==> src/rtl/inst_reload_if.sv <==
// Instruction stream input and byte-wide memory write port of the reload controller.
interface inst_reload_if #(
    parameter int ADDR_WIDTH = 10
);
    logic                  inst_valid;
    logic [15:0]           inst_data;
    logic                  inst_last;
    logic                  inst_ready;
    logic                  mem_sel;
    logic [ADDR_WIDTH-1:0] mem_addr;
    logic [7:0]            mem_dataout;
    logic                  mem_we;

    modport master (
        output inst_valid, inst_data, inst_last,
        input  inst_ready, mem_sel, mem_addr, mem_dataout, mem_we
    );

    modport slave (
        input  inst_valid, inst_data, inst_last,
        output inst_ready, mem_sel, mem_addr, mem_dataout, mem_we
    );
endinterface

==> src/rtl/inst_reload_ctrl.sv <==
// Reloads 16-bit instructions into CPU byte memory and restarts the CPU.
// Optional HALT-word append after the last word: define RELOAD_HALT_APPEND_EN.
module inst_reload_ctrl #(
    parameter int          ADDR_WIDTH = 10,
    parameter int          BASE_ADDR  = 500,
    parameter int          MAX_WORDS  = 16,
    parameter logic [15:0] HALT_WORD  = 16'h0800
) (
    input  logic         clk,
    input  logic         rst_n,
    input  logic [1:0]   nxt,
    inst_reload_if.slave bus,
    output logic         cpu_start,
    output logic         busy,
    output logic         done,
    output logic         err_overflow
);
`ifdef RELOAD_HALT_APPEND_EN
    localparam bit APPEND = 1'b1;
`else
    localparam bit APPEND = 1'b0;
`endif
    localparam int CW = $clog2(MAX_WORDS + 1);
    localparam logic [CW-1:0] CNT_MAX = CW'(MAX_WORDS);
    localparam logic [ADDR_WIDTH-1:0] BASE = ADDR_WIDTH'(BASE_ADDR);

    typedef enum logic [2:0] {
        IDLE, WAIT_DATA, WR_LO, WR_HI, START, HALTED
    } state_t;

    state_t                state, state_d;
    logic [CW-1:0]         cnt, cnt_d, cnt_inc;
    logic [15:0]           word, word_d;
    logic                  last, last_d;
    logic                  app, app_d;
    logic                  err_d;
    logic                  nxt1_q;
    logic [ADDR_WIDTH-1:0] lo_addr;

    assign cnt_inc = cnt + CW'(1);
    // Address math is done at ADDR_WIDTH bits so it wraps naturally.
    assign lo_addr = BASE + (ADDR_WIDTH'(cnt) << 1);

    always_ff @(posedge clk or negedge rst_n) begin
        if (!rst_n) begin
            state        <= IDLE;
            cnt          <= '0;
            word         <= '0;
            last         <= 1'b0;
            app          <= 1'b0;
            err_overflow <= 1'b0;
            nxt1_q       <= 1'b0;
        end else begin
            state        <= state_d;
            cnt          <= cnt_d;
            word         <= word_d;
            last         <= last_d;
            app          <= app_d;
            err_overflow <= err_d;
            nxt1_q       <= nxt[1];
        end
    end

    always_comb begin
        state_d         = state;
        cnt_d           = cnt;
        word_d          = word;
        last_d          = last;
        app_d           = app;
        err_d           = err_overflow;
        bus.inst_ready  = 1'b0;
        bus.mem_sel     = 1'b0;
        bus.mem_we      = 1'b0;
        bus.mem_addr    = '0;
        bus.mem_dataout = '0;
        cpu_start       = 1'b0;
        busy            = (state != IDLE) && (state != HALTED);
        done            = (state == HALTED);
        unique case (state)
            IDLE: begin
                if (nxt[0]) begin
                    state_d = HALTED;
                end else if (nxt[1] && !nxt1_q) begin
                    state_d = WAIT_DATA;
                    cnt_d   = '0;
                    app_d   = 1'b0;
                end
            end
            WAIT_DATA: begin
                bus.inst_ready = 1'b1;
                bus.mem_sel    = 1'b1;
                if (bus.inst_valid) begin
                    word_d  = bus.inst_data;
                    last_d  = bus.inst_last;
                    state_d = WR_LO;
                end
            end
            WR_LO: begin
                bus.mem_sel     = 1'b1;
                bus.mem_we      = 1'b1;
                bus.mem_addr    = lo_addr;
                bus.mem_dataout = word[7:0];
                state_d         = WR_HI;
            end
            WR_HI: begin
                bus.mem_sel     = 1'b1;
                bus.mem_we      = 1'b1;
                bus.mem_addr    = lo_addr + ADDR_WIDTH'(1);
                bus.mem_dataout = word[15:8];
                cnt_d           = cnt_inc;
                if (app) begin
                    state_d = START;
                end else if (last) begin
                    if (!APPEND) begin
                        state_d = START;
                    end else if (cnt_inc < CNT_MAX) begin
                        word_d  = HALT_WORD;
                        app_d   = 1'b1;
                        state_d = WR_LO;
                    end else begin
                        err_d   = 1'b1;
                        state_d = START;
                    end
                end else if (cnt_inc == CNT_MAX) begin
                    err_d   = 1'b1;
                    state_d = START;
                end else begin
                    state_d = WAIT_DATA;
                end
            end
            START: begin
                cpu_start = 1'b1;
                state_d   = IDLE;
            end
            HALTED: begin
                state_d = HALTED;
            end
            default: begin
                state_d = IDLE;
            end
        endcase
    end
endmodule

==> src/flat_wrapper.sv <==
// flat-port wrapper written by rule: the top's interface ports become plain ports
module inst_reload_ctrl_flat 
#(
    parameter int          ADDR_WIDTH = 10,
    parameter int          BASE_ADDR  = 500,
    parameter int          MAX_WORDS  = 16,
    parameter logic [15:0] HALT_WORD  = 16'h0800
)
  (clk, rst_n, nxt, cpu_start, busy, done, err_overflow, bus_inst_valid, bus_inst_data, bus_inst_last, bus_inst_ready, bus_mem_sel, bus_mem_addr, bus_mem_dataout, bus_mem_we);
  inst_reload_if #(.ADDR_WIDTH(ADDR_WIDTH)) bus_i ();
  input  logic clk;
  input  logic rst_n;
  input  logic [1:0] nxt;
  output logic cpu_start;
  output logic busy;
  output logic done;
  output logic err_overflow;
  input wire logic [$bits(bus_i.inst_valid)-1:0] bus_inst_valid;
  input wire logic [$bits(bus_i.inst_data)-1:0] bus_inst_data;
  input wire logic [$bits(bus_i.inst_last)-1:0] bus_inst_last;
  output wire logic [$bits(bus_i.inst_ready)-1:0] bus_inst_ready;
  output wire logic [$bits(bus_i.mem_sel)-1:0] bus_mem_sel;
  output wire logic [$bits(bus_i.mem_addr)-1:0] bus_mem_addr;
  output wire logic [$bits(bus_i.mem_dataout)-1:0] bus_mem_dataout;
  output wire logic [$bits(bus_i.mem_we)-1:0] bus_mem_we;
  assign bus_i.inst_valid = bus_inst_valid;
  assign bus_i.inst_data = bus_inst_data;
  assign bus_i.inst_last = bus_inst_last;
  assign bus_inst_ready = bus_i.inst_ready;
  assign bus_mem_sel = bus_i.mem_sel;
  assign bus_mem_addr = bus_i.mem_addr;
  assign bus_mem_dataout = bus_i.mem_dataout;
  assign bus_mem_we = bus_i.mem_we;
  inst_reload_ctrl #(.ADDR_WIDTH(ADDR_WIDTH), .BASE_ADDR(BASE_ADDR), .MAX_WORDS(MAX_WORDS), .HALT_WORD(HALT_WORD)) u_core (.clk(clk), .rst_n(rst_n), .nxt(nxt), .bus(bus_i), .cpu_start(cpu_start), .busy(busy), .done(done), .err_overflow(err_overflow));
endmodule
==> config.mk <==
export PLATFORM = sky130hd
export DESIGN_NAME = inst_reload_ctrl_flat
export DESIGN_NICKNAME = d
export VERILOG_FILES = /design/src/rtl/inst_reload_if.sv /design/src/rtl/inst_reload_ctrl.sv /design/src/flat_wrapper.sv
export SDC_FILE = /design/constraint.sdc
export NUM_CORES = 1
export LEC_CHECK = 0
export CAP_MARGIN = 15
export CELL_PAD_IN_SITES_DETAIL_PLACEMENT = 1
export CELL_PAD_IN_SITES_GLOBAL_PLACEMENT = 1
export CORE_ASPECT_RATIO = 1.4
export CORE_MARGIN = 5
export CORE_UTILIZATION = 30
export CTS_BUF_LIST = sky130_fd_sc_hd__clkbuf_16
export DETAILED_ROUTE_END_ITERATION = 10
export PLACE_DENSITY_LB_ADDON = 0.1
export SLEW_MARGIN = 40
export SYNTH_ARGS = -nofsm -noshare
export SYNTH_HDL_FRONTEND = slang
export SYNTH_SLANG_ARGS = --single-unit
==> constraint.sdc <==
create_clock -name clk -period 1.7 [get_ports clk]
set_clock_uncertainty 0.1 [all_clocks]
set_input_delay 0.17 -clock clk [delete_from_list [all_inputs] [get_ports clk]]
set_output_delay 0.17 -clock clk [all_outputs]
set_load 0.03 [all_outputs]
### Word-level counts from Yosys, hierarchy flattened

Cells that the tools add are included.

| operators by class | value |
|---|---|
| add/sub/neg operators | 3 |
| $mul | 0 |
| div/mod/pow operators | 0 |
| $lt $le $gt $ge | 0 |
| equality and inequality tests | 11 |
| shifts and indexed selects | 0 |
| multiplexer cells | 20 |
| bitwise operators | 2 |
| reductions and logical operators | 12 |

Operators by type and width:

| operator | number |
|---|---|
| case mux 10 bit (2 select lines) | 1 |
| two-way mux 3 bit | 6 |
| case mux 8 bit (2 select lines) | 1 |
| case mux 3 bit (5 select lines) | 1 |
| adder 10 x 1 -> 10 bit (second input constant) | 1 |
| adder 9 x 6 -> 10 bit (first input constant) | 1 |
| two-way mux 5 bit | 2 |
| case mux 5 bit (2 select lines) | 1 |
| two-way mux 1 bit | 7 |
| == test 3 x 2 -> 1 bit (second input constant) | 2 |
| == test 3 bit (second input constant) | 2 |
| adder 5 x 1 -> 5 bit (second input constant) | 1 |
| == test 5 bit (second input constant) | 1 |
| inequality test 2 bit (second input constant) | 2 |
| AND reduction 2 bit | 2 |
| AND reduction 4 bit | 1 |
| == test 3 x 1 -> 1 bit (second input constant) | 1 |
| zero test 3 bit | 1 |
| inequality test 3 x 2 -> 1 bit (second input constant) | 1 |
| inequality test 3 bit (second input constant) | 1 |
| AND reduction 3 bit | 1 |
| nonzero test 3 bit | 1 |
| OR reduction 3 bit | 1 |
| logical AND 1 bit | 2 |
| other kinds (6) | 7 |

| word-level totals | value |
|---|---|
| register bits | 28 |
| bits in latches | 0 |
| bits in writable memories | 0 |
| bits in read-only memories | 0 |
| bits of input ports | 22 |
| memories kept | 0 |

### Depth between registers and ports, before layout

Gate-level depths: netlist (run 1).

| depth | value |
|---|---|
| word-level depth | 6 |
| mapped depth | 8 |
| mapped depth without buffers | 7 |

### Worst setup path before layout (run 1)

OpenSTA, ideal clock, no wires.

| path | value |
|---|---|
| path kind | register to output |
| start point | register u_core.cnt[2] |
| end point | output bus_mem_addr[8] |
| arrival | 2037 ps |
| required time | 1430 ps |
| path slack | -607 ps |
| stages on the path, launching flop included | 4 |
| buffers on the path | 1 |
| cells stage by stage | dfrtp_1 -> ha_1 -> nor4_1 -> buf_4 |

| on the way | value |
|---|---|
| word-level cells in the longest chain between the ends | 3 |

RTL lines:

| what | RTL line | text |
|---|---|---|
| from (decl) | inst_reload_ctrl.sv:32 | `logic [CW-1:0] cnt, cnt_d, cnt_inc;` |
| from (signal assigned) | inst_reload_ctrl.sv:55 | `cnt <= cnt_d;` |
| adder 9 x 6 -> 10 bit (*) | inst_reload_ctrl.sv:42 | `assign lo_addr = BASE + (ADDR_WIDTH'(cnt) << 1);` |
| adder 10 x 1 -> 10 bit | inst_reload_ctrl.sv:108 | `bus.mem_addr = lo_addr + ADDR_WIDTH'(1);` |
| case mux 10 bit (2 select lines) (*) | inst_reload_ctrl.sv:79 | `unique case (state)` |
| to (decl) | flat_wrapper.sv:23 | `output wire logic [$bits(bus_i.mem_addr)-1:0] bus_mem_addr;` |

Every way passes the cells marked *; elsewhere a longest branch is shown, timed or not.

### Worst setup path after layout (run 1)

| path | value |
|---|---|
| start point | register u_core.cnt[2] |
| end point | output bus_mem_addr[6] |

The elaborated chain is that of the path after synthesis.

==> results of run 1 <==
[worst min-delay path by stage]
stage,from,cells past startpoint,end
after floorplan,rst_n,0,u_core.cnt[0]
after global placement,u_core.err_overflow,1,u_core.err_overflow
after detailed placement,u_core.err_overflow,1,u_core.err_overflow
after CTS,rst_n,2,u_core.nxt1_q
after global routing,rst_n,2,u_core.nxt1_q
final,rst_n,2,u_core.nxt1_q
[placed cells by master, fill, tap and decap left out, drive strengths merged, types with 2 or more instances in the layout]
cell / instances
clkbuf: 3
dfrtp: 27
and3: 2
clkdlybuf4s50: 22
nor2b: 2
mux2i: 9
nand2b: 3
a211o: 2
a21oi: 3
nor3b: 4
nor2: 18
inv: 6
mux2: 17
buf: 46
nand2: 4
nor3: 2
or2: 2
ha: 3
and2: 6
o21ai: 3
a31oi: 2
a22o: 2
[sequential cells by signal, summed over array words and instances (netlist names)]
name                 cells
u_core.state             3
u_core.nxt1_q            1
u_core.word             16
u_core.cnt               5
u_core.err_overflow      1
u_core.last              1
[cells by family (layout without fill, tap and decap cells)]
| kind of cell | Yosys count | after routing | synth area share, % |
|---|---|---|---|
| muxes | 26 | 26 | 21.2 |
| adders and majority gates | 3 | 3 | 2.52 |
| xor gates and xnor gates | 2 | 2 | 1.18 |
| and+or+nand+nor | 42 | 45 | 15.3 |
| DFF | 27 | 27 | 45.4 |
| buffers and inverters | 14 | 77 | 6.81 |
| AOI/OAI and AO/OA | 16 | 16 | 7.65 |
[power by group]
group	switching [W]	leakage, nW	internal [W]
combinational	0.00130	0.747	0.00132
sequential	0.000203	0.327	0.000921
clock	0.000216	0.0423	0.000315
total	0.00172	1.12	0.00256
[per-layer routing]
layer	global-route usage, %	wire [um]	up-vias
li1	-	-	584
met1	12.7	1600	610
met2	24.4	2460	33
met3	3.33	196	6
met4	3.42	61	0
met5	0	0	-
[final cells by class]
| cell class | instances | area (um^2) |
|---|---|---|
| Sequential cell | 27 | 677 |
| Tap cell | 64 | 80.1 |
| Timing Repair Buffer | 68 | 619 |
| Clock buffer | 3 | 75.1 |
| Inverter | 5 | 21.3 |
| Fill cell | 514 | 2470 |
| Clock inverter | 1 | 3.75 |
| Multi-Input combinational cell | 92 | 891 |
[what timing repair did]
item,CTS,global route
setup endpoints to repair,20,39
gates resized for setup,22,36
gates cloned,0,3
pin swaps,4,8
setup buffers,6,1
[metrics by stage]
step | area [um^2] | util, % | setup slack [ns] | total power (W)
global route | 2370 | 48.9 | -0.113 | 0.00454
finish | 2370 | 48.9 | -0.0722 | 0.00427
global placement | 2020 | 41.7 | -0.0498 | 0.00321
floorplan | 1500 | - | -0.152 | 0.00260
CTS | 2210 | 45.7 | -0.132 | 0.00403
detailed placement | 2020 | 41.7 | -0.0774 | 0.00329
==> impl_metrics.yaml, run 1 <==
status:
  status: "finished, violations left"
  failed_checks: "setup timing"
clocking:
  clk_latency_ns: 0.26
  clockBufferDepth: 2
  clkSinkCount: 27
  cts-root-buf: "clkbuf_16"
  cts.hold.buffers_added: 0
  htreeDepth: 1
  clk_pin_slew_ns: 0.07
  cts_buffers: 3
  tritoncts: "done"
synthesis:
  synth_common_cells: "dfrtp_1 (27), nor2_1 (18), mux2_4 (9), mux2i_1 (9), mux2_2 (8)"
  syn_nets: 155
  yosys.area.top_type: "dfrtp_1"
  ys.flop_type: "dfrtp_1"
  yosysSeqAreaShare_pct: 45.4
  async_flop_share_pct: 100
  avgSynthCellArea_um2: 11.5
  yosysMostFrequentCell: "dfrtp_1"
  synth_area_leaders: "dfrtp_1 (45%), mux2_4 (9.1%), mux2i_1 (6.1%)"
  netlist.area_leader.share_pct: 45.4
  synth_edf_count: 0
  syn_area_um2: 1490
  synth_cell_types: 38
  synth_cells: 130
  yosysWarnings: 0
  synth-seq-cells: 27
pwr:
  powerDensity_nw_per_um2: 1810
  leakage_nw: 1.12
  peakVddDrop_mv: 0.656
cells_and_area:
  drive_gt1_share_pct: 49.0
  area_delta_synth_final_pct: 59.0
  n_antenna_cell: 0
  final_nets: 222
  instances_no_fill: 260
placement:
  globalplace.congestion: 0.811
  post-place-cells: 246
  io_buffers: 46
  hpwl_mm: 3.06
route:
  drtIter0Drc: 19
  wl_per_cell_um: 16.6
  ant_nets: 0
  first_pass_iters: 2
  via_count: 1233
  vias_per_cell: 4.74
  drc: 0
  totalWireLength_mm: 4.32
grt:
  grt_antenna_before_repair: 0
  grt_pass1_vias: 1404
  grt.total_usage_pct: 12.4
  grt_pass1_wl_mm: 6.53
  grt_max_degree: 28
  grt-ovfl-total: 0
die:
  start_util_pct: 30.7
  dieArea_um2: 6490
  ios: 47
  die_y_um: 93.4
  core_um2: 4840
  num_rows: 30
  die_x_um: 69.5
critical_path:
  worstPathCellList: "ha_2 > buf_6 > nor4_4 > buf_4"
  end_kind: "output port"
  reg2reg_slack_ns: -0.03
  cp.arrival_ns: 1.50
  crit_end: "bus_mem_addr[6]"
  r2r-end: "u_core.word[6]"
  critPathRequiredTime_ns: 1.43
  crit_path_max_incr_delay_ns: 0.41
  cp-startpoint: "u_core.cnt[2]"
  path_depth: 4
  path_delay_family: "flip-flops"
  crit_slowest_cell: "dfrtp_1"
  r2r-start: "u_core.state[2]"
  rr_worst_depth: 5
  crit_path_start_kind: "flop"
  crit_path_max_fanout: 2
  path_class: "flop to output port"
  crit_buf_inv: 2
sta:
  tns_ns: -0.417
  max_slew_margin_pct: 75.9
  setup_viol: 27
  setup_slack_ns: -0.0722
  finalMaxSlewViolations: 0
  holdWs_ns: 0.185
  hold_viol: 0
  fin_crit_ns: 1.77
  finalCritPeriodShare_pct: 104
  grt_setup_unrepaired: "yes"
  fmaxAchievable_mhz: 564
  tightest_slew_ns: 0.362
flow_run:
  drv_cap: 0
hold_path:
  hp-class: "input pin to asynchronous set/reset pin"
(Power assumes the default switching activity.)
==> inputs of run 2 (changes only) <==
--- a/config.mk
+++ b/config.mk
@@ -10,7 +10,7 @@
 export CELL_PAD_IN_SITES_GLOBAL_PLACEMENT = 1
 export CORE_ASPECT_RATIO = 1.4
 export CORE_MARGIN = 5
-export CORE_UTILIZATION = 30
+export CORE_UTILIZATION = 35
 export CTS_BUF_LIST = sky130_fd_sc_hd__clkbuf_16
 export DETAILED_ROUTE_END_ITERATION = 10
 export PLACE_DENSITY_LB_ADDON = 0.1
==> impl_metrics.yaml, run 2 (same netlist as run 1, synthesis figures left out) <==
critical_path:
  path_class: "flop to output port"
  worstPathCellList: "ha_2 > buf_6 > nor4_4 > buf_4"
  crit_slowest_cell: "dfrtp_1"
  crit_path_max_fanout: 2
  end_kind: "output port"
  rr_worst_depth: 5
  r2r-end: "u_core.cnt[3]"
  crit_path_max_incr_delay_ns: 0.39
  reg2reg_slack_ns: 0.03
  crit_path_start_kind: "flop"
  critPathRequiredTime_ns: 1.43
  cp.arrival_ns: 1.45
  r2r-start: "u_core.state[1]"
clocking:
  tritoncts: "done"
  clk_pin_slew_ns: 0.07
  clk_latency_ns: 0.26
  htreeDepth: 1
  clkSinkCount: 27
  clockBufferDepth: 2
  cts_buffers: 3
  cts-root-buf: "clkbuf_16"
route:
  highest_layer: "met4"
  vias_per_cell: 5.18
  first_pass_iters: 4
  via_count: 1223
  drc: 0
  wl_met1_mm: 1.48
  totalWireLength_mm: 4.22
  wl_met2_mm: 2.48
  ant_nets: 0
  drtIter0Drc: 31
  wl_per_cell_um: 17.9
  wl_met3_um: 186
cells_and_area:
  drive_gt1_share_pct: 45.0
  final_nets: 217
  instances_no_fill: 236
  n_antenna_cell: 0
  area_delta_synth_final_pct: 49.7
  largest_reg_flops: 16
  final_cell_mix: "buf_4 (33), dfrtp_1 (24), clkdlybuf4s50_1 (22)"
  top_register: "u_core.word"
  reg_top3: "u_core.word x16, u_core.cnt x5, u_core.state x3"
  final_common_cell: "buf_4"
grt:
  grt_pass1_vias: 1412
  grt-ovfl-total: 0
  grt_antenna_before_repair: 0
  grt_max_degree: 28
  grt_pass1_wl_mm: 6.90
  grt.total_usage_pct: 15.9
sta:
  fmaxAchievable_mhz: 580
  finalCritPeriodShare_pct: 101
  setup_viol: 3
  tightest_slew_ns: 0.363
  grt_setup_unrepaired: "yes"
  setup_slack_ns: -0.0241
  hold_viol: 0
  max_slew_margin_pct: 75.8
  fin_crit_ns: 1.72
  finalMaxSlewViolations: 0
status:
  failed_checks: "setup timing"
  status: "finished, violations left"
pwr:
  peakVddDrop_mv: 0.696
  p_int_w: 0.00244
  power.switching_w: 0.00165
  powerDensity_nw_per_um2: 1830
  swShare_pct: 40.3
  total_power_w: 0.00409
  leakage_nw: 1.07
  combPwrFrac_pct: 59.4
  clockPowerShare_pct: 13.3
  p_seq_share_pct: 27.3
placement:
  globalplace.congestion: 0.742
  hpwl_mm: 3.11
  post-place-cells: 227
  io_buffers: 46
die:
  die_x_um: 65.1
  dieArea_um2: 5680
  start_util_pct: 35.7
  core_um2: 4170
  ios: 47
  die_y_um: 87.2
  num_rows: 28
hold_path:
  hp-class: "input pin to asynchronous set/reset pin"
flow_run:
  drv_cap: 0
==> run 2: stage by stage <==
stage	setup TNS [ns]	area [um^2]	hold WS, ns	util (%)	setup WS [ns]
global route	-0.369	2230	0.236	53.5	-0.0884
CTS	-0.112	2150	0.200	51.6	-0.0349
floorplan	-1.78	1500	-0.226	-	-0.152
detailed placement	-0.201	1990	0.363	47.8	-0.0896
global placement	-0.130	1990	0.358	47.8	-0.0631
finish	-0.0601	2230	0.177	53.5	-0.0241
==> run 2: final cells by class <==
cell class / count / area, um^2
clock buffers: 3 / 75.1
clock inverters: 1 / 3.75
fillers: 456 / 1940
inverters: 5 / 21.3
multi-input cells: 89 / 790
flip-flops and latches: 27 / 679
well taps: 45 / 56.3
repair buffers: 66 / 603
==> run 2: power groups by stage <==
stage	logic (W)	registers [W]	clock network (W)
after floorplan	0.00156	0.00105	0
after global placement	0.00212	0.00109	0
after detailed placement	0.00220	0.00112	0
after CTS	0.00232	0.00111	0.000551
after global routing	0.00261	0.00116	0.000590
final	0.00243	0.00112	0.000542
==> run 2: worst max-delay path, delay by kind of cell (launching register included) <==
kind	cells	cell delay [ns]
buffers and inverters	2	0.33
and+or+nand+nor	1	0.27
DFF	1	0.39
adders and majority gates	1	0.20
==> run 2: worst max-delay path by stage <==
stage,start,slack [ns],end,depth (start not counted)
floorplan,u_core.state[1],-0.15,u_core.last,6
global placement,nxt[1],-0.06,u_core.cnt[2],5
detailed placement,nxt[1],-0.09,u_core.cnt[3],5
CTS,u_core.cnt[2],-0.03,bus_mem_addr[8],4
global route,u_core.cnt[1],-0.09,bus_mem_addr[6],4
finish,u_core.cnt[1],-0.02,bus_mem_addr[6],4
==> run 2: repair_timing <==
action | CTS | global route
setup buffers | 4 | 1
hold endpoints to repair | 0 | 0
hold buffers | 0 | 0
gates resized for setup | 13 | 21
endpoints found under the setup margin | 9 | 23
pin swaps | 4 | 4
==> run 2: routing by layer <==
layer / vias up / track usage [%]
met3: 7 / 3.62
met1: 615 / 15.6
met5: - / 0
met4: 0 / 5.09
li1: 568 / -
met2: 33 / 32.1
==> inputs of run 3 (changes only) <==
--- a/config.mk
+++ b/config.mk
@@ -8,12 +8,13 @@
 export CAP_MARGIN = 15
 export CELL_PAD_IN_SITES_DETAIL_PLACEMENT = 1
 export CELL_PAD_IN_SITES_GLOBAL_PLACEMENT = 1
-export CORE_ASPECT_RATIO = 1.4
+export CORE_ASPECT_RATIO = 2
 export CORE_MARGIN = 5
 export CORE_UTILIZATION = 35
 export CTS_BUF_LIST = sky130_fd_sc_hd__clkbuf_16
 export DETAILED_ROUTE_END_ITERATION = 10
 export PLACE_DENSITY_LB_ADDON = 0.1
+export SETUP_SLACK_MARGIN = 0.1
 export SLEW_MARGIN = 40
 export SYNTH_ARGS = -nofsm -noshare
 export SYNTH_HDL_FRONTEND = slang
==> impl_metrics.yaml, run 3 (same netlist as run 1, synthesis figures left out) <==
status:
  status: "finished, violations left"
  failed_checks: "setup timing"
clocking:
  clk_pin_slew_ns: 0.07
  clockBufferDepth: 2
  tritoncts: "done"
  clkSinkCount: 27
  cts.hold.buffers_added: 0
  cts_buffers: 3
  clk_latency_ns: 0.27
  htreeDepth: 1
  cts-root-buf: "clkbuf_16"
cells_and_area:
  area_delta_synth_final_pct: 93.4
  final_common_cell: "buf_6"
  design_area_um2: 2880
  reg_top3: "u_core.word x16, u_core.cnt x5, u_core.state x3"
  final_nets: 237
  top_register: "u_core.word"
  n_antenna_cell: 0
  largest_reg_flops: 16
  final_cell_mix: "buf_6 (37), dfrtp_1 (26), clkdlybuf4s50_1 (22)"
  fin_util_pct: 69.8
  drive_gt1_share_pct: 64.9
critical_path:
  crit_path_max_incr_delay_ns: 0.41
  r2r-start: "u_core.state[2]"
  reg2reg_slack_ns: -0.14
  path_class: "flop to flop"
  crit_slowest_cell: "dfrtp_1"
  worstPathCellList: "buf_6 > buf_6 > nor3b_4 > and2_4 > buf_12 > mux2_4"
  critPathRequiredTime_ns: 1.75
  cp-startpoint: "u_core.state[2]"
  end_kind: "flop"
  cp.arrival_ns: 1.90
  cpMostUsedCell: "buf_6"
  crit_path_start_kind: "flop"
  crit_path_max_fanout: 5
pwr:
  p_seq_share_pct: 21.8
  power.switching_w: 0.00243
  leakage_nw: 1.26
  clockPowerShare_pct: 10.0
  peakVddDrop_mv: 1.19
  combPwrFrac_pct: 68.3
  powerDensity_nw_per_um2: 1980
  p_int_w: 0.00328
  swShare_pct: 42.5
placement:
  place_area_um2: 1990
  hpwl_mm: 3.09
  globalplace.congestion: 0.810
  io_buffers: 46
die:
  die_y_um: 102
  dieArea_um2: 5740
  ios: 47
  start_util_pct: 36.1
  die_x_um: 56.1
  num_rows: 33
  core_um2: 4130
sta:
  fmaxAchievable_mhz: 543
  holdWs_ns: 0.236
  setup_slack_ns: -0.143
  hold_viol: 0
  tightest_slew_ns: 0.376
  finalCritPeriodShare_pct: 108
  setup_viol: 38
  finalMaxSlewViolations: 0
  max_slew_margin_pct: 75.0
  fin_crit_ns: 1.84
  grt_setup_unrepaired: "yes"
grt:
  grt_pass1_vias: 1589
  grt_antenna_before_repair: 0
  grtUsageMet1_pct: 18.2
  grt-ovfl-total: 0
  grt_use_met2_pct: 43.4
  grt.total_usage_pct: 20.3
  busiest_layer: "met2"
  grt_max_degree: 28
  grt_util_met3_pct: 2.40
  grt_pass1_wl_mm: 8.63
flow_run:
  drv_cap: 0
route:
  ant_nets: 0
  drc: 0
  totalWireLength_mm: 6.82
  via_count: 1450
  drtIter0Drc: 28
  vias_per_cell: 5.51
  wl_per_cell_um: 25.9
  first_pass_iters: 4
hold_path:
  hp-class: "input pin to asynchronous set/reset pin"
run 3: power groups by stage:
stage	combinational, W	sequential (W)	clock, W
after floorplan	0.00156	0.00105	0
after global routing	0.00406	0.00127	0.000604
after global placement	0.00209	0.00109	0
after detailed placement	0.00215	0.00111	0
after CTS	0.00316	0.00114	0.000554
final	0.00390	0.00124	0.000569
run 3: worst max-delay path: cells and delay by family, from the launching register on:
| kind | cells | cell delay (ns) |
|---|---|---|
| AND/OR/NAND/NOR | 2 | 0.50 |
| buffers and inverters | 3 | 0.40 |
| flip-flops | 1 | 0.41 |
| multiplexers | 1 | 0.31 |
run 3: routing by layer:
metal | vias to the layer above | share of wire [%]
met1 | 737 | 30
li1 | 611 | -
met5 | - | 0
met3 | 24 | 3.9
met2 | 78 | 61
met4 | 0 | 4.2
run 3: path summary, 6_finish.rpt:
path                                   end  depth (start not counted)
max in group asynchronous  u_core.state[1]                          2
min                          u_core.nxt1_q                          2
min in group clk            u_core.word[9]                          2
min reg2reg                u_core.word[11]                          1
max reg2reg                 u_core.word[7]                          6
max                         u_core.word[7]                          6
run 3: cell type report:
class                   count  area, um^2
multi-input cells          89        1080
well taps                  52        65.1
fillers                   382        1250
flip-flops and latches     27         677
inverters                   5        38.8
clock buffers               3        75.1
repair buffers             86         942
clock inverters             1        5.00
run 3: timing repair:
action | CTS | global route
hold endpoints to repair | 0 | 0
pin swaps | 12 | 18
setup buffers | 21 | 6
cloned | 1 | 1
gates resized for setup | 87 | 56
endpoints found under the setup margin | 40 | 48
run 3: stage by stage:
step	setup TNS [ns]	power [W]	setup slack, ns	std cells
after floorplan	-1.78	0.00260	-0.152	130
after global placement	-0.0696	0.00318	-0.0353	232
after detailed placement	-0.117	0.00326	-0.0471	232
after CTS	-0.691	0.00486	-0.112	257
after global routing	-5.19	0.00593	-0.197	263
final	-3.20	0.00571	-0.143	263
==> variant: new RTL, settings of run 3 <==
`ADDR_WIDTH` is set to 10 in 3 places; all go to 12.
--- a/src/rtl/inst_reload_if.sv
+++ b/src/rtl/inst_reload_if.sv
@@ -1,6 +1,6 @@
 // Instruction stream input and byte-wide memory write port of the reload controller.
 interface inst_reload_if #(
-    parameter int ADDR_WIDTH = 10
+    parameter int ADDR_WIDTH = 12
 );
     logic                  inst_valid;
     logic [15:0]           inst_data;
--- a/src/rtl/inst_reload_ctrl.sv
+++ b/src/rtl/inst_reload_ctrl.sv
@@ -1,7 +1,7 @@
 // Reloads 16-bit instructions into CPU byte memory and restarts the CPU.
 // Optional HALT-word append after the last word: define RELOAD_HALT_APPEND_EN.
 module inst_reload_ctrl #(
-    parameter int          ADDR_WIDTH = 10,
+    parameter int          ADDR_WIDTH = 12,
     parameter int          BASE_ADDR  = 500,
     parameter int          MAX_WORDS  = 16,
     parameter logic [15:0] HALT_WORD  = 16'h0800
--- a/src/flat_wrapper.sv
+++ b/src/flat_wrapper.sv
@@ -1,7 +1,7 @@
 // flat-port wrapper written by rule: the top's interface ports become plain ports
 module inst_reload_ctrl_flat 
 #(
-    parameter int          ADDR_WIDTH = 10,
+    parameter int          ADDR_WIDTH = 12,
     parameter int          BASE_ADDR  = 500,
     parameter int          MAX_WORDS  = 16,
     parameter logic [15:0] HALT_WORD  = 16'h0800
Ports: changed (resized bus_mem_addr); port bits go from 47 to 49. No check against the original RTL was run, so the function may have changed too.
==> variant against run 3 <==
- the run still ends with setup timing left
- first-iteration DRC count shrank 18%
- clock power fell by 2%
- setup slack better by 41 ps
- synthesized cell count rose by 2.3%
- design area is 1.0% lower
- die area up 1.1%
- core utilization fell by 0.73 points
- non-clock buffer count fell by 2
- wire length shrank 11%
- synthesized area grew 1.3%
- total power fell by 0.90%
- sequential cell count did not move
==> variant: results (changes against run 3) <==
H-tree levels=1 (unchanged); first-pass GRT wire length=7940 um (-8.0%); Post-Route WL=6090 um (-11%); ratio of cells with drive above 1 in the final layout=0.602 (-0.0474); vias=1359 (-6.3%); Arrival @ worst endpoint=1530 ps (-370 ps); WHS=183 ps (-52.1 ps); Antenna diodes=0 (unchanged); Cells after DPL=235 (+1.3%); top post-synthesis cells by count=27 x dfrtp_1, 18 x nor2_1, 9 x mux2_4, 9 x mux2i_1, 8 x mux2_2; Avg WL per Cell=23.2 um (-11%); number of global-route vias before repair=1549 (-2.5%); share of the synthesized area in the top cell type=0.448 (-0.00565); Syn Area/Cell=11.3 um2 (-1.0%); final setup violation count=31 (-18%); reg-to-reg slack, setup=-80 ps (+60 ps); dpl hpwl=3050 um (-1.1%); worst setup slack after layout=-101 ps (+41.5 ps); sequential element share of the synthesized area=0.448 (-0.00565); Max VDD drop=1.36 mV (+15%); DR iter-0 viols=23 (-18%); Critical Path Source=u_core.cnt[2]; pre-CTS setup slack=-145 ps (-97.5 ps); IO Port Bufs=46 (unchanged); status=finished, violations left; unique cell type count in the Yosys netlist=39 (+2.6%); Synth area leaders=dfrtp_1 45%, mux2_4 9.0%, mux2i_1 6.0%; failing checks=setup timing; Leakage Power=0.00128 uW (+1.1%); Clk Tree Root Cell=clkbuf_16; GP Congestion=0.776 (-4.2%); Max Fanout on Critical Path=2 (-3); CTS Buf Count=3 (unchanged); Overall Global Routing Usage=0.180 (-0.0228); clk_lat worst skew=270 ps (about the same)
-- variant: cells by family (layout without fill, tap and decap cells) --
logic type / count (synthesis) / in the layout / synth area share
other: 1 / 2 / 0.00249
AOI/OAI and AO/OA: 16 / 16 / 0.0755
adders and majority gates: 3 / 3 / 0.0249
buffers and inverters: 16 / 93 / 0.0772
muxes: 26 / 26 / 0.209
DFF: 27 / 27 / 0.448
xor gates and xnor gates: 2 / 2 / 0.0116
and+or+nand+nor: 42 / 42 / 0.151
-- variant: power by group --
part / switching [uW] / internal, uW
sequential: 307 / 921
combinational: 1790 / 2080
clock: 242 / 317
-- variant: critical path: stages, from the launching register on --
cell     delay (ps)
dfrtp_1         400
ha_2            210
buf_6           120
nor4_4          350
buf_6           190
-- variant: layer usage --
| layer | track usage | wire length (um) | up-vias |
|---|---|---|---|
| li1 | - | - | 609 |
| met1 | 0.173 | 2130 | 685 |
| met2 | 0.358 | 3560 | 48 |
| met3 | 0.0213 | 182 | 17 |
| met4 | 0.102 | 226 | 0 |
| met5 | 0 | 0 | - |
-- variant: what timing repair did --
item | 4_1_cts | 5_1_grt
endpoints found under the setup margin | 42 | 48
setup buffers | 11 | 10
cloned | 1 | 2
resized for setup | 75 | 55
pin swaps | 19 | 21
-- variant: worst paths after layout --
kind,to,cells past startpoint
max,bus_mem_addr[8],4
min,u_core.state[0],2
max reg2reg,u_core.word[11],6
min reg2reg,u_core.err_overflow,1
max in group asynchronous,u_core.state[1],2
min in group clk,u_core.nxt1_q,1
-- variant: per-stage QoR --
| step | utilization | cell area (um2) | setup TNS (ps) |
|---|---|---|---|
| after floorplan | - | 1530 | -1780 |
| after global placement | 0.485 | 2000 | -146 |
| after detailed placement | 0.485 | 2000 | -433 |
| after CTS | 0.595 | 2460 | -944 |
| after global routing | 0.690 | 2850 | -3320 |
| final | 0.690 | 2850 | -1570 |
-- variant: cell type report --
cell class | count | area (um2)
Inverter | 5 | 33.8
Multi-Input combinational cell | 91 | 1050
Sequential cell | 27 | 677
Fill cell | 382 | 1280
Clock inverter | 1 | 3.75
Clock buffer | 3 | 75.1
Timing Repair Buffer | 84 | 945
Tap cell | 52 | 65.1
